==> src/rtl/spi_flash_loader.sv <==
// SPI NOR boot loader: issues READ (0x03 + 24-bit address), streams NUM_WORDS words
// from the flash and writes each to consecutive Wishbone addresses, with host bypass.
module spi_flash_loader #(
  parameter int          CLK_DIV     = 4,
  parameter int          DATA_W      = 32,
  parameter int          NUM_WORDS   = 16,
  parameter logic [23:0] FLASH_ADDR  = 24'h000000,
  parameter logic [31:0] WB_BASE     = 32'h3000_0000,
  parameter int          ACK_TIMEOUT = 255
) (
  input  logic        clk,
  input  logic        reset,
  input  logic        start,
  input  logic        bypass_en,
  input  logic        host_mosi,
  input  logic        host_clk,
  input  logic        host_csb,
  input  logic        flash_miso,
  output logic        flash_mosi,
  output logic        flash_clk,
  output logic        flash_csb,
  output logic [31:0] wbs_adr,
  output logic [31:0] wbs_dat,
  output logic        wbs_cyc,
  output logic        wbs_stb,
  output logic        wbs_we,
  input  logic        wbs_ack,
  output logic        busy,
  output logic        done,
  output logic        error
);

  localparam int DIV_W = (CLK_DIV > 1) ? $clog2(CLK_DIV) : 1;
  localparam int IDX_W = $clog2(NUM_WORDS + 1);
  localparam int TO_W  = (ACK_TIMEOUT > 1) ? $clog2(ACK_TIMEOUT + 1) : 1;

  localparam logic [DIV_W-1:0] DIV_LAST  = DIV_W'(CLK_DIV - 1);
  localparam logic [IDX_W-1:0] IDX_LAST  = IDX_W'(NUM_WORDS - 1);
  localparam logic [TO_W-1:0]  TO_LAST   = TO_W'(ACK_TIMEOUT - 1);
  localparam logic [5:0]       BITS_LAST = 6'(DATA_W);
  localparam logic [31:0]      FRAME     = {8'h03, FLASH_ADDR};
  localparam logic [31:0]      WORD_STEP = 32'(DATA_W / 8);

  typedef enum logic [2:0] {
    S_IDLE = 3'd0,
    S_CMD  = 3'd1,
    S_READ = 3'd2,
    S_WB   = 3'd3,
    S_DONE = 3'd4,
    S_ERR  = 3'd5
  } state_t;

  state_t              state_r;
  logic [DIV_W-1:0]    div_cnt_r;
  logic                sclk_r;
  logic                csb_r;
  logic                mosi_r;
  logic [31:0]         frame_r;
  logic [5:0]          bit_cnt_r;
  logic [DATA_W-1:0]   word_r;
  logic [IDX_W-1:0]    idx_r;
  logic [TO_W-1:0]     to_cnt_r;
  logic                cyc_r;
  logic                stb_r;
  logic                we_r;
  logic [31:0]         adr_r;
  logic [31:0]         dat_r;
  logic                busy_r;
  logic                done_r;
  logic                error_r;
  logic                armed_r;
  logic                tick_s;
  logic                start_ok_s;

  assign tick_s     = (div_cnt_r == DIV_LAST);
  // armed_r masks a start pulse that coincides with the first edge after reset release
  assign start_ok_s = start & armed_r & ~bypass_en &
                      ((state_r == S_IDLE) | (state_r == S_DONE) | (state_r == S_ERR));

  // Loader state machine, SPI sequencer and Wishbone master
  always_ff @(posedge clk or negedge reset) begin
    if (!reset) begin
      state_r   <= S_IDLE;
      div_cnt_r <= '0;
      sclk_r    <= 1'b0;
      csb_r     <= 1'b1;
      mosi_r    <= 1'b0;
      frame_r   <= 32'h0000_0000;
      bit_cnt_r <= 6'd0;
      word_r    <= '0;
      idx_r     <= '0;
      to_cnt_r  <= '0;
      cyc_r     <= 1'b0;
      stb_r     <= 1'b0;
      we_r      <= 1'b0;
      adr_r     <= 32'h0000_0000;
      dat_r     <= 32'h0000_0000;
      busy_r    <= 1'b0;
      done_r    <= 1'b0;
      error_r   <= 1'b0;
      armed_r   <= 1'b0;
    end else begin
      armed_r <= 1'b1;
      if (bypass_en) begin
        state_r   <= S_IDLE;
        div_cnt_r <= '0;
        sclk_r    <= 1'b0;
        csb_r     <= 1'b1;
        mosi_r    <= 1'b0;
        bit_cnt_r <= 6'd0;
        idx_r     <= '0;
        to_cnt_r  <= '0;
        cyc_r     <= 1'b0;
        stb_r     <= 1'b0;
        we_r      <= 1'b0;
        adr_r     <= 32'h0000_0000;
        dat_r     <= 32'h0000_0000;
        busy_r    <= 1'b0;
        done_r    <= 1'b0;
      end else if (start_ok_s) begin
        state_r   <= S_CMD;
        div_cnt_r <= '0;
        sclk_r    <= 1'b0;
        csb_r     <= 1'b0;
        mosi_r    <= FRAME[31];
        frame_r   <= FRAME;
        bit_cnt_r <= 6'd0;
        idx_r     <= '0;
        to_cnt_r  <= '0;
        busy_r    <= 1'b1;
        done_r    <= 1'b0;
        error_r   <= 1'b0;
      end else begin
        case (state_r)
          S_CMD, S_READ: begin
            if (tick_s) begin
              div_cnt_r <= '0;
              sclk_r    <= ~sclk_r;
              if (!sclk_r) begin
                bit_cnt_r <= bit_cnt_r + 6'd1;
                if (state_r == S_READ) begin
                  word_r <= {word_r[DATA_W-2:0], flash_miso};
                end else begin
                  word_r <= word_r;
                end
              end else if (state_r == S_CMD) begin
                if (bit_cnt_r == 6'd32) begin
                  state_r   <= S_READ;
                  mosi_r    <= 1'b0;
                  bit_cnt_r <= 6'd0;
                end else begin
                  mosi_r  <= frame_r[30];
                  frame_r <= {frame_r[30:0], 1'b0};
                end
              end else if (bit_cnt_r == BITS_LAST) begin
                // clock parks low with csb still asserted so the flash stream only pauses
                state_r   <= S_WB;
                bit_cnt_r <= 6'd0;
              end else begin
                bit_cnt_r <= bit_cnt_r;
              end
            end else begin
              div_cnt_r <= div_cnt_r + DIV_W'(1);
            end
          end
          S_WB: begin
            if (!stb_r) begin
              cyc_r    <= 1'b1;
              stb_r    <= 1'b1;
              we_r     <= 1'b1;
              adr_r    <= WB_BASE + (32'(idx_r) * WORD_STEP);
              dat_r    <= 32'(word_r);
              to_cnt_r <= '0;
            end else if (wbs_ack) begin
              cyc_r <= 1'b0;
              stb_r <= 1'b0;
              we_r  <= 1'b0;
              idx_r <= idx_r + IDX_W'(1);
              if (idx_r == IDX_LAST) begin
                state_r <= S_DONE;
                csb_r   <= 1'b1;
                busy_r  <= 1'b0;
                done_r  <= 1'b1;
              end else begin
                state_r   <= S_READ;
                div_cnt_r <= '0;
              end
            end else if (to_cnt_r == TO_LAST) begin
              state_r <= S_ERR;
              cyc_r   <= 1'b0;
              stb_r   <= 1'b0;
              we_r    <= 1'b0;
              csb_r   <= 1'b1;
              sclk_r  <= 1'b0;
              busy_r  <= 1'b0;
              error_r <= 1'b1;
            end else begin
              to_cnt_r <= to_cnt_r + TO_W'(1);
            end
          end
          S_IDLE, S_DONE, S_ERR: ;
          default: state_r <= S_IDLE;
        endcase
      end
    end
  end

  assign flash_mosi = bypass_en ? host_mosi : mosi_r;
  assign flash_clk  = bypass_en ? host_clk  : sclk_r;
  assign flash_csb  = bypass_en ? host_csb  : csb_r;
  assign wbs_adr    = adr_r;
  assign wbs_dat    = dat_r;
  assign wbs_cyc    = cyc_r;
  assign wbs_stb    = stb_r;
  assign wbs_we     = we_r;
  assign busy       = busy_r;
  assign done       = done_r;
  assign error      = error_r;

endmodule

==> config.mk <==
export PLATFORM = sky130hd
export DESIGN_NAME = spi_flash_loader
export DESIGN_NICKNAME = d
export VERILOG_FILES = /design/src/rtl/spi_flash_loader.sv
export SDC_FILE = /design/constraint.sdc
export NUM_CORES = 1
export LEC_CHECK = 0
export CORE_AREA = 2 2 133 135
export CTS_CLUSTER_SIZE = 10
export DETAILED_ROUTE_END_ITERATION = 8
export DIE_AREA = 0 0 135 137
export HOLD_SLACK_MARGIN = 0.08
export SLEW_MARGIN = 20
export SYNTH_ARGS = -nofsm -noshare
export SYNTH_HDL_FRONTEND = slang
export SYNTH_SLANG_ARGS = --single-unit
==> constraint.sdc <==
create_clock -name clk -period 1.9 [get_ports clk]
set_input_delay 0.19 -clock clk [delete_from_list [all_inputs] [get_ports clk]]
set_output_delay 0.19 -clock clk [all_outputs]
set_load 0.01 [all_outputs]
# Yosys cells after proc, flatten, opt, wreduce, memory -nomap -nowiden

Cells that the tools add are included.

Word-level logic and storage cells: 195
Input bits: 9
Register bits: 160

Equality and inequality tests: 28
Add/sub/neg operators: 5
Bitwise gates (word level): 8
Mux-type cells: 100
Reduce and logical (&&, ||, !) cells: 36

Operators by type and width:

| kind                                                | count |
|---|---|
| two-way mux 32 bit                                  | 8 |
| two-way mux 31 bit                                  | 6 |
| two-way mux 1 bit                                   | 49 |
| two-way mux 8 bit                                   | 6 |
| two-way mux 6 bit                                   | 6 |
| != test 4 bit, second input constant                | 9 |
| two-way mux 3 bit                                   | 11 |
| adder 30 x 7 -> 31 bit, first input constant        | 1 |
| two-way mux 5 bit                                   | 5 |
| nonzero test 3 bit                                  | 8 |
| AND reduction 6 bit                                 | 3 |
| AND reduction 4 bit                                 | 4 |
| nonzero test 2 bit                                  | 8 |
| AND reduction 3 bit                                 | 5 |
| two-way mux 2 bit                                   | 6 |
| AND reduction 5 bit                                 | 2 |
| one-hot mux 3 bit (3 select lines)                  | 1 |
| adder 8 x 1 -> 8 bit, second input constant         | 1 |
| equality test 8 bit, second input constant          | 1 |
| != test 4 x 2 -> 1 bit, second input constant       | 2 |
| != test 4 x 3 -> 1 bit, second input constant       | 2 |
| nonzero test 4 bit                                  | 2 |
| adder 6 x 1 -> 6 bit, second input constant         | 1 |
| equality test 3 x 2 -> 1 bit, second input constant | 2 |
| other kinds (20)                                    | 28 |

# Logic depth before layout (Yosys ltp)

Depth after elaboration: 8
Gate-level depth with buffers: 8
Gate-level depth less buffers: 8

# Worst setup path before layout

Ideal clock, no wire load.

Path kind: reg2reg
Start point: register idx_r[0]
End point: register div_cnt_r[1]
Path buffers: 0
Cell stages (with the launch flop): 9
Arrival time: 1712 ps
Setup slack: 68 ps
Path through: dfrtp_1 ha_1 and3_1 ha_1 nor2b_1 a211oi_1 a31oi_1 nor2b_1 a41o_1

Longest elaborated chain between the ends: 3

RTL lines:

| item                                 | RTL line | text |
|---|---|---|
| start, declared                      | 61       | `logic [IDX_W-1:0] idx_r;` |
| start signal, assigned               | 178      | `idx_r <= idx_r + IDX_W'(1);` |
| equality test 5 x 4 -> 1 bit         | 179      | `if (idx_r == IDX_LAST) begin` |
| != test 4 bit (no source line)       | n/a      |  |
| AND reduction 4 bit (no source line) | n/a      |  |
| end signal, assigned                 | 163      | `div_cnt_r <= div_cnt_r + DIV_W'(1);` |
| end, declared                        | 54       | `logic [DIV_W-1:0] div_cnt_r;` |

Every way passes these cells.
A chain may end at the register's enable or synchronous reset.

# Worst setup path after layout

Start point: register state_r[2]
End point: register to_cnt_r[5]

Longest elaborated chain between the ends: 6
Elaborated cells between the ends (all ways): 13

RTL lines:

| item                                                                      | RTL line | text |
|---|---|---|
| start, declared                                                           | 53       | `state_t state_r;` |
| start signal, assigned                                                    | 83       | `state_r <= S_IDLE;` |
| start signal, assigned                                                    | 105      | `state_r <= S_IDLE;` |
| start signal, assigned                                                    | 121      | `state_r <= S_CMD;` |
| equality test 3 bit or logical NOT 3 bit (tied branches)                  | 78       | `((state_r == S_IDLE) \| (state_r == S_DONE) \| (state_r == S_ERR));` |
| OR 1 bit (2 in a row)                                                     | 78       |  |
| AND 1 bit                                                                 | 77       | `assign start_ok_s = start & armed_r & ~bypass_en &` |
| != test 4 bit (no source line) (tied with other cells)                    | n/a      |  |
| AND reduction 3 bit (no source line) or two-way mux 8 bit (tied branches) | n/a      |  |
| end signal, assigned                                                      | 198      | `to_cnt_r <= to_cnt_r + TO_W'(1);` |
| end, declared                                                             | 62       | `logic [TO_W-1:0] to_cnt_r;` |

Several ways; a longest one is shown, not always the timed one.

==> flow_metrics.tcl <==
set metrics [dict create \
    outcome "finished, final reports clean" \
    intPower_uw 3430 \
    slew_viol_final 0 \
    use_met1 0.1546 \
    final_antenna_net_count 0 \
    synth_area_leaders "dfrtp_1, mux2_2, a22o_1" \
    yosysTopAreaCellShare 0.5385 \
    power.density_nw_per_um2 707.6 \
    ys_top_cells_by_count "dfrtp_1, a22o_1, mux2_2" \
    grt_pass1_wl_um 17860 \
    die_w_um 135 \
    setup_tns_ns 0 \
    async_flop_share 1.000 \
    wl_per_cell_um 14.11 \
    yosysTopAreaCell "dfrtp_1" \
    cts_buffers 9 \
    grt_max_degree 39 \
    core-area_um2 17060 \
    worst-path-max-fanout 9 \
    finClkSkew_ns 0.005867 \
    timing.fmax_mhz 547.7 \
    io_pins 82 \
    power_frac_clock 0.405 \
    cpPeakStageDelay_ns 0.42 \
    period_needed_ns 1.826 \
    synth_cell_types 64 \
    crit_type "flip-flop to flip-flop" \
    final_cells 757 \
    dp_hpwl_um 7569 \
    worst_ir_drop_vdd_v 0.0004476 \
    syn_inst 435 \
    power_uw 4567 \
    die_h_um 137 \
    io_buffers 56 \
    final_nets 543 \
    leakagePower_uw 0.002965 \
    antenna_found_initial 0 \
    hold_path_class "primary input to asynchronous set/reset pin" \
    cts_root_buf "clkbuf_16" \
    drv_cap 0 \
    drt_first_pass_iters 5 \
    cts_buffer_depth 2 \
    avgSynthCellArea_um2 11.64 \
    drive_above_1_share 0.2462 \
    grt_pass1_vias 3546 \
    final_hold_viol_count 0 \
    clk-insertion-delay-late_ns 0.35 \
    crit_chain "buf_4, nand3b_4, a21oi_1, a21oi_4, or2_2, o41ai_2" \
    swShare 0.2489 \
    start_kind "flip-flop" \
    busiest_layer "met2" \
    grt.met3_usage 0.03000 \
    synth-warning-count 0 \
    syn2layout_area_growth_pct 27.42 \
    ys_ff_latch 110 \
    postRouteWirelength_um 10680 \
    seq_area_frac_synth 0.5437 \
    rows 48 \
    end_kind "flip-flop" \
    synth_edf_count 0 \
    power.net_switching_uw 1137 \
    worstPathArrival_ns 2.07 \
    dp_cells 734 \
    drcViolationCount 0 \
    drtIter0Drc 196 \
    clkTransAtPathRegs_ns 0.07 \
    comb_power_share 0.072 \
    diodes 0 \
    crit_slowest_cell "dfrtp_1" \
    p_seq_frac 0.523 \
    netlist_area_um2 5065 \
    overflow 0 \
    finalCritPeriodShare 0.9609 \
    gp_congestion 0.8324 \
    yosysMostFrequentCell "dfrtp_1" \
    grtUsageTotal 0.1210 \
    cts_max_level 3 \
    cts_sinks 110 \
    setup_viol 0 \
    cts_tree "yes" \
    initial_core_util 0.2969 \
    vias 3573 \
    fp.dieArea_um2 18500 \
    synth_ff_type "dfrtp_1" \
    grtUsageMet2 0.2036 \
    crit_required_ns 2.15 \
    vias_per_cell 4.720 \
]
-- path summary, 6_finish.rpt --
path / start / to / slack (ns) / cells past startpoint
hold reg to reg: div_cnt_r[0] / div_cnt_r[0] / 0.48 / 1
hold / removal: reset / div_cnt_r[0] / 0.32 / 2
max in group asynchronous: reset / csb_r / 1.01 / 3
setup / recovery: state_r[2] / to_cnt_r[5] / 0.07 / 6
setup reg to reg: state_r[2] / to_cnt_r[5] / 0.07 / 6
min in group clk: bypass_en / wbs_we / 0.45 / 3
-- placed cells by master, fill, tap and decap left out, types with 9 or more instances in the layout --
master and instances:
nor2_1 24, inv_1 15, o21ai_0 19, nand2_1 22, clkdlybuf4s50_1 54, a21oi_1 14, dfrtp_1 107, conb_1 26
clkbuf_16 9, mux2_2 33, nand3_1 15, a22o_1 37, buf_4 44
-- repair_timing --
action	4_1_cts	5_1_grt
hold buffers	1	0
hold endpoints to repair	29	0
endpoints found under the setup margin	3	16
pin swaps	0	4
buffers inserted	2	4
resized for setup	2	9
-- per-stage QoR --
stage / setup WS [ns] / utilization / instance area [um^2] / hold slack (ns)
after CTS: 0.007457 / 0.3753 / 6401 / 0.3336
after global routing: -0.005270 / 0.3784 / 6454 / 0.3542
final: 0.07425 / 0.3784 / 6454 / 0.3166
after global placement: -0.07047 / 0.3564 / 6080 / 0.1723
after floorplan: 0.06781 / - / 5155 / -0.1056
after detailed placement: -0.1067 / 0.3564 / 6080 / 0.1725
-- power groups by stage --
stage	Combinational (uW)	Sequential, uW	Clock, uW
finish	327	2390	1850
global route	370	2390	2000
CTS	330	2390	1910
detailed placement	322	2440	0
global placement	312	2430	0
floorplan	185	2440	0
-- metal layers --
layer / up-vias / share of wire / wire length [um]
li1: 1704 / - / -
met1: 1767 / 0.46 / 4889
met2: 87 / 0.49 / 5181
met3: 15 / 0.041 / 433
met4: 0 / 0.016 / 174
met5: - / 0 / 0
-- worst max-delay path: cells and delay by family (launching register included) --
| family | cells | cell delay, ns |
|---|---|---|
| buf+inv | 1 | 0.19 |
| simple gates | 2 | 0.53 |
| flops | 1 | 0.42 |
| compound gates | 3 | 0.59 |
-- registers in the layout, indices dropped and copies added, names as in the netlist --
register / cells
wbs_dat: 32
word_r: 32
to_cnt_r: 8
frame_r: 7
bit_cnt_r: 6
wbs_adr: 6
idx_r: 5
state_r: 3
div_cnt_r: 2
armed_r: 1
busy: 1
csb_r: 1
done: 1
error: 1
mosi_r: 1
sclk_r: 1
wbs_stb: 1
wbs_we: 1
-- cells by family (layout without fill, tap and decap cells) --
| logic type | after synthesis | after routing | synth area share |
|---|---|---|---|
| xor gates and xnor gates | 5 | 5 | 0.008646 |
| other | 2 | 26 | 0.001483 |
| muxes | 38 | 38 | 0.08548 |
| AOI/OAI and AO/OA | 101 | 101 | 0.1534 |
| buffers and inverters | 66 | 139 | 0.07707 |
| and+or+nand+nor | 106 | 106 | 0.1129 |
| DFF | 110 | 110 | 0.5437 |
| adders and majority gates | 7 | 7 | 0.01729 |
-- final cells by class --
type | instances | area, um^2
sequential | 110 | 2756
fill | 1660 | 10600
timing repair buffer | 107 | 1021
clock buffer | 10 | 229.0
tap | 225 | 281.5
multi-input combinational | 283 | 2041
inverter | 16 | 60.06
clock inverter | 6 | 65.06
(Power assumes the default switching activity.)
